## config.mk

```make
export PLATFORM = sky130hd
export DESIGN_NAME = uart_tx_parity_gen
export DESIGN_NICKNAME = d
export VERILOG_FILES = /design/src/rtl/uart_tx_pkg.sv /design/src/rtl/tx_parity_core.sv /design/src/rtl/uart_tx_parity_gen.sv
export SDC_FILE = /design/constraint.sdc
export NUM_CORES = 1
export LEC_CHECK = 0
export CAP_MARGIN = 20
export CORE_AREA = 2 2 39 41
export CTS_CLUSTER_SIZE = 8
export DETAILED_ROUTE_END_ITERATION = 10
export DIE_AREA = 0 0 41 43
export PLACE_DENSITY = 0.65
export RECOVER_POWER = 25
export SYNTH_ARGS = -nofsm -noshare
export SYNTH_HDL_FRONTEND = slang
export SYNTH_SLANG_ARGS = --single-unit
```

## constraint.sdc

```tcl
create_clock -name clk -period 1.9 [get_ports clk]
set_input_delay 0.38 -clock clk [delete_from_list [all_inputs] [get_ports clk]]
set_output_delay 0.38 -clock clk [all_outputs]
set_load 0.05 [all_outputs]
```

## src/rtl/uart_tx_pkg.sv

```systemverilog
// Shared definitions for the UART TX parity path: parity mode encodings,
// smallest legal runtime data length and the parity FSM state encoding.
package uart_tx_pkg;

    localparam logic [1:0] PAR_EVEN  = 2'b00;
    localparam logic [1:0] PAR_ODD   = 2'b01;
    localparam logic [1:0] PAR_MARK  = 2'b10;
    localparam logic [1:0] PAR_SPACE = 2'b11;

    localparam int unsigned MIN_LEN = 5;

    typedef enum logic [0:0] {
        IDLE = 1'b0,
        HOLD = 1'b1
    } state_t;

endpackage : uart_tx_pkg

```

## src/rtl/tx_parity_core.sv

```systemverilog
// Combinational parity core: clamps the runtime length into
// [MIN_LEN, DATA_WIDTH], masks the word above that length and applies the
// selected parity mode.
module tx_parity_core
    import uart_tx_pkg::*;
#(
    parameter int unsigned DATA_WIDTH = 8,
    parameter int unsigned MIN_LEN    = 5,
    parameter int unsigned LEN_W      = $clog2(DATA_WIDTH + 1)
) (
    input  logic [DATA_WIDTH-1:0] word,
    input  logic [LEN_W-1:0]      len,
    input  logic [1:0]            mode,
    output logic                  par_c
);

    logic [LEN_W-1:0]      eff_len;
    logic [DATA_WIDTH-1:0] mask;
    logic                  even;

    // Clamp the requested length into the supported range.
    always_comb begin
        eff_len = len;
        if (len < LEN_W'(MIN_LEN)) begin
            eff_len = LEN_W'(MIN_LEN);
        end else if (len > LEN_W'(DATA_WIDTH)) begin
            eff_len = LEN_W'(DATA_WIDTH);
        end
    end

    // Keep only bits below the effective length.
    always_comb begin
        mask = '0;
        for (int i = 0; i < int'(DATA_WIDTH); i++) begin
            mask[i] = (LEN_W'(i) < eff_len);
        end
    end

    assign even = ^(word & mask);

    // Mode select; mark and space ignore the data entirely.
    always_comb begin
        par_c = 1'b0;
        case (mode)
            PAR_EVEN: par_c = even;
            PAR_ODD:  par_c = ~even;
            PAR_MARK: par_c = 1'b1;
            default:  par_c = 1'b0;
        endcase
    end

endmodule : tx_parity_core

```

## src/rtl/uart_tx_parity_gen.sv

```systemverilog
// UART TX parity generator: captures a word on data_valid, registers its
// parity and holds it with a valid/ack handshake; words arriving while a
// result is pending are dropped and flagged on the sticky ovf output.
// Optional feature macro: UART_PARITY_ERR_INJECT_EN adds inject_err, which
// inverts the captured parity bit for receiver error-path testing.
module uart_tx_parity_gen
    import uart_tx_pkg::*;
#(
    parameter int unsigned DATA_WIDTH = 8,
    parameter int unsigned MIN_LEN    = uart_tx_pkg::MIN_LEN,
    localparam int unsigned LEN_W     = $clog2(DATA_WIDTH + 1)
) (
    input  logic                  clk,
    input  logic                  rst,
    input  logic [DATA_WIDTH-1:0] p_data,
    input  logic [LEN_W-1:0]      data_len,
    input  logic                  data_valid,
    input  logic                  par_en,
    input  logic [1:0]            par_mode,
    input  logic                  par_ack,
    input  logic                  ovf_clr,
`ifdef UART_PARITY_ERR_INJECT_EN
    input  logic                  inject_err,
`endif
    output logic                  par_bit,
    output logic                  par_valid,
    output logic                  busy,
    output logic                  ovf
);

    state_t state_q;
    state_t state_d;
    logic   par_bit_d;
    logic   ovf_set;
    logic   core_par_c;
    logic   cap_par_c;

    tx_parity_core #(
        .DATA_WIDTH (DATA_WIDTH),
        .MIN_LEN    (MIN_LEN),
        .LEN_W      (LEN_W)
    ) u_core (
        .word  (p_data),
        .len   (data_len),
        .mode  (par_mode),
        .par_c (core_par_c)
    );

`ifdef UART_PARITY_ERR_INJECT_EN
    assign cap_par_c = core_par_c ^ inject_err;
`else
    assign cap_par_c = core_par_c;
`endif

    // State, parity bit and sticky overflow registers.
    always_ff @(posedge clk or negedge rst) begin
        if (!rst) begin
            state_q <= IDLE;
            par_bit <= 1'b0;
            ovf     <= 1'b0;
        end else begin
            state_q <= state_d;
            par_bit <= par_bit_d;
            ovf     <= ovf_set | (ovf & ~ovf_clr);
        end
    end

    // Next state, next parity bit and overflow detection.
    always_comb begin
        state_d   = state_q;
        par_bit_d = par_bit;
        ovf_set   = 1'b0;
        case (state_q)
            IDLE: begin
                if (data_valid && par_en) begin
                    state_d   = HOLD;
                    par_bit_d = cap_par_c;
                end
            end
            HOLD: begin
                if (par_ack) begin
                    if (data_valid && par_en) begin
                        par_bit_d = cap_par_c;
                    end else begin
                        state_d   = IDLE;
                        par_bit_d = 1'b0;
                    end
                end else if (data_valid) begin
                    ovf_set = 1'b1;
                end
            end
            default: begin
                state_d   = IDLE;
                par_bit_d = 1'b0;
            end
        endcase
    end

    // Status outputs decode the state register directly.
    assign par_valid = (state_q == HOLD);
    assign busy      = (state_q == HOLD);

endmodule : uart_tx_parity_gen

```

## After elaboration in Yosys (flattened, before gate mapping)

Cells that the tools add are included.

- $lt $le $gt $ge: 10
- Eq/ne operators: 4
- Multiplexer cells: 13
- Bitwise gates (word level): 6
- Reduce and logical (&&, ||, !) cells: 4

Operators with widths:

| operator | number |
|---|---|
| $lt A3 B4 Y1 const A | 4 |
| $and A8 B8 Y8 | 1 |
| $lt A1 B4 Y1 const A | 2 |
| $lt A2 B4 Y1 const A | 2 |
| $mux W1 | 8 |
| $mux W4 | 2 |
| $reduce_xor A8 Y1 | 1 |
| $gt A4 B4 Y1 const B | 1 |
| $lt A4 B3 Y1 const B | 1 |
| $ne A2 B2 Y1 const B | 2 |
| $pmux W1 S2 | 2 |
| $not A1 Y1 | 3 |
| $pmux W1 S3 | 1 |
| $eq A2 B1 Y1 const B | 1 |
| $eq A2 B2 Y1 const B | 1 |
| $logic_not A2 Y1 | 1 |
| $reduce_and A2 Y1 | 1 |
| $and A1 B1 Y1 | 1 |
| $logic_and A1 B1 Y1 | 1 |
| $or A1 B1 Y1 | 1 |

- Bits in registers: 3

## Longest topological paths before layout

- Depth in word-level cells: 11
- Mapped depth: 5

## Cells and area by module

Synthesis repeated with hierarchy kept, for this count alone.

- Cell total of the unflattened synthesis: 27
- Area total of the unflattened synthesis: 254.0 µm²

By module, submodules not included:

| module | times used | cells an instance | area an instance (µm²) | seq. area each (µm²) |
|---|---|---|---|---|
| uart_tx_parity_gen | 1 | 12 | 141.4 | 75.1 |
| tx_parity_core | 1 | 15 | 112.6 | 0.0 |

## Worst setup path before layout

Ideal clock, no wire load.

- Path type: reg2reg
- Start: reg state_q, in the netlist busy
- End: reg par_bit
- Arrival time: 1.782 ns
- Setup slack: 0.049 ns
- Stages on the path, launching flop included: 6
- Buffers on the path: 0
- Period minus slack after synthesis: 1.851 ns
- Cell sequence: dfrtp_1 nor2b_4 or4b_4 a211o_1 and4b_1 nand3_1

- Word-level cells in the longest chain between the ends: 3

RTL lines:

| element | line | source |
|---|---|---|
| start, declared | uart_tx_parity_gen.sv:31 | `state_t state_q;` |
| start signal, assigned | uart_tx_parity_gen.sv:62 | `state_q <= state_d;` |
| $not A1 Y1 | n/a |  |
| $ne A2 B2 Y1 (no line) | n/a |  |
| $reduce_and A2 Y1 (no line) | n/a |  |
| end signal, assigned | uart_tx_parity_gen.sv:63 | `par_bit <= par_bit_d;` |
| end, declared | uart_tx_parity_gen.sv:25 | `output logic par_bit,` |

Several ways; a longest one is shown, not always the timed one.
A chain may end at the register's enable or synchronous reset.

## Worst setup path in the final report

- Start: in par_ack
- End: reg par_bit

- Word-level cells in the longest chain between the ends: 2

RTL lines:

| element | line | source |
|---|---|---|
| start, declared | uart_tx_parity_gen.sv:20 | `input logic par_ack,` |
| $ne A2 B2 Y1 (no line) | n/a |  |
| $reduce_and A2 Y1 (no line) | n/a |  |

Every way passes these cells.

==> out/metrics.yaml <==
slew_viol_final: 0
worstSkewPairLatency_ns: 0.23
crit_path_start: "par_ack"
synth_cell_type_count: 23
r2r_end: "par_bit"
syn_nets: 51
power.density_nw_per_um2: 567
drc: 0
gp_congestion: 0.749
placed_area_um2: 578
dp_hpwl_um: 612
async_flop_share_pct: 100
yosys_register_bits: 3
setup_viol: 0
totalWireLength_um: 703
wire_per_inst_um: 9.25
grt_pass1_wl_um: 1300
cts_max_level: 1
dr.pass1.iters: 2
vias: 329
dp_cells: 72
synth_flop_cell: "dfrtp_1"
synth_common_cells: "dfrtp_1, nand2_1"
cap_violations: 0
avgSynthCellArea_um2: 10.3
outcome: "finished, final reports clean"
via_per_inst: 4.33
power_leakage_uw: 0.000282
max_freq_mhz: 555
required_ns: 2.06
start_util_pct: 23.1
nNetsFinal: 81
reg2regPathDepth: 5
ios: 24
clock_sinks: 3
final_cell_area_um2: 618
fp.dieH_um: 43
fin_crit_ns: 1.80
tightest_slew_ns: 0.490
grt_start_max_net_pins: 5
r2r_start: "busy"
rsz0062_at_grt: "false"
clkSlewWorstSetupHoldPaths_ns: 0.04
ant_nets: 0
drt_iter0_drc: 1
grt_pass1_vias: 352
dieArea_um2: 1760
clock_path_buffers: 2
area_growth_pct: 93.0
drive_gt1_share_pct: 26.7
cp_data_arrival_time_ns: 1.96
grt-ovfl-total: 0
criticalPathCategory: "primary input to flop"
synthTopCellsByArea: "dfrtp_1, xor3_1, xnor2_1, nor2b_4, or4b_4"
crit_path_end: "par_bit"
coreArea_um2: 1380
die_x_um: 41
critPathLaunchType: "primary input"
hold_violations: 0
portBuffers: 23
synth_top_cell_by_area: "dfrtp_1"
layout.cells.non_filler: 76
syn_area_um2: 320
worstPathMaxFanout: 3
synth_top_area_share_pct: 23.4
synth_edf_count: 0
antenna_found_initial: 0
cts_tree: "done"
cts_made_buffers: 3
fin_crit_sh_pct: 94.8
skew_ns: 0.000794
clockRootBuffer: "clkbuf_4"
synth_cells: 31
min_path_type: "primary input to async pin"
antenna_cells: 0
rows: 14
cp-end-kind: "flop"
ys_seq_area_share_pct: 23.4
peakVddDrop_mv: 0.393
r2r_slack_ns: 0.26
grt_util_all_layers_pct: 11.1
relSlewSlack_pct: 67.2
yosys_warnings: 0
ctsHoldBuffers: 0
[worst min path at each step]
stage          endpoint  slack (ns)  cells past startpoint    start
3_5_place_dp    par_bit        0.52                      2  par_bit
3_3_place_gp    par_bit        0.51                      2  par_bit
2_1_floorplan      busy        0.08                      0      rst
6_report           busy        0.41                      1      rst
4_1_cts            busy        0.33                      1      rst
5_1_grt            busy        0.42                      1      rst
[power by group]
group	switching [uW]	total [uW]	internal (uW)	leakage [uW]
Sequential	5.13	77.8	72.7	0.0000383
Clock	29.8	108	78.5	0.0000150
Combinational	76.6	164	87.6	0.000229
[critical path, stage by stage]
cell             delay (ns)
clkdlybuf4s50_1        0.50
nor2b_4                0.05
or4b_4                 0.51
a211o_1                0.27
and4b_1                0.18
nand3_1                0.08
[placed cells by master, fill, tap and decap left out, drive strengths merged]
cell,Yosys,layout
inv,2,2
nor2b,1,1
dlymetal6s2s,0,2
and3b,1,1
clkdlybuf4s50,0,17
or3,1,1
buf,1,6
xor3,2,2
nand3,1,1
xor2,1,1
a21o,1,1
or4b,2,2
a211o,1,1
dfrtp,3,3
a21boi,1,1
o2111ai,1,1
a211oi,1,1
nand4bb,1,1
clkbuf,0,4
and4b,1,1
o21ai,2,2
a21oi,1,1
xnor2,2,2
dlygate4sd3,0,1
nand4b,1,1
nand2,3,3
[registers in the layout, summed over array words and instances (netlist names)]
register	flops
ovf	1
busy	1
par_bit	1
[what timing repair did]
item / in CTS / in global routing
setup buffers: 0 / 0
endpoints found under the setup margin: 0 / 1
resized for setup: 0 / 4
[kinds of logic (layout without fill, tap and decap cells)]
family          count (synthesis)  after routing  share of synthesized area [%]
xor+xnor                        5              5                           23.0
flops                           3              3                           23.4
buf+inv                         3             32                           4.69
simple gates                   12             12                           31.2
compound gates                  8              8                           17.6
[through the flow]
stage	utilization [%]	setup slack (ns)	hold WS, ns	total power, uW	TNS, ns
after detailed placement	41.8	-0.206	0.516	239	-0.206
after CTS	43.7	0.0437	0.334	352	0
after global routing	44.7	0.000526	0.419	373	0
final	44.7	0.0993	0.408	350	0
after global placement	41.8	-0.164	0.509	239	-0.164
after floorplan	-	0.0490	0.0844	168	0
[layer usage]
layer	part of all wire, %	GRT usage, %	vias to the layer above
met5	0	0	-
met4	0	8.00	0
met3	5.5	3.14	0
met2	52	15.3	8
met1	42	14.0	147
li1	-	-	174
[layout make-up]
type | instances | area, um2
Clock buffer | 4 | 26.3
Multi-Input combinational cell | 25 | 239
Inverter | 2 | 7.51
Tap cell | 16 | 20.0
Timing Repair Buffer | 26 | 250
Fill cell | 129 | 766
Sequential cell | 3 | 75.1
No activity file was read; power rests on OpenSTA's default activity.
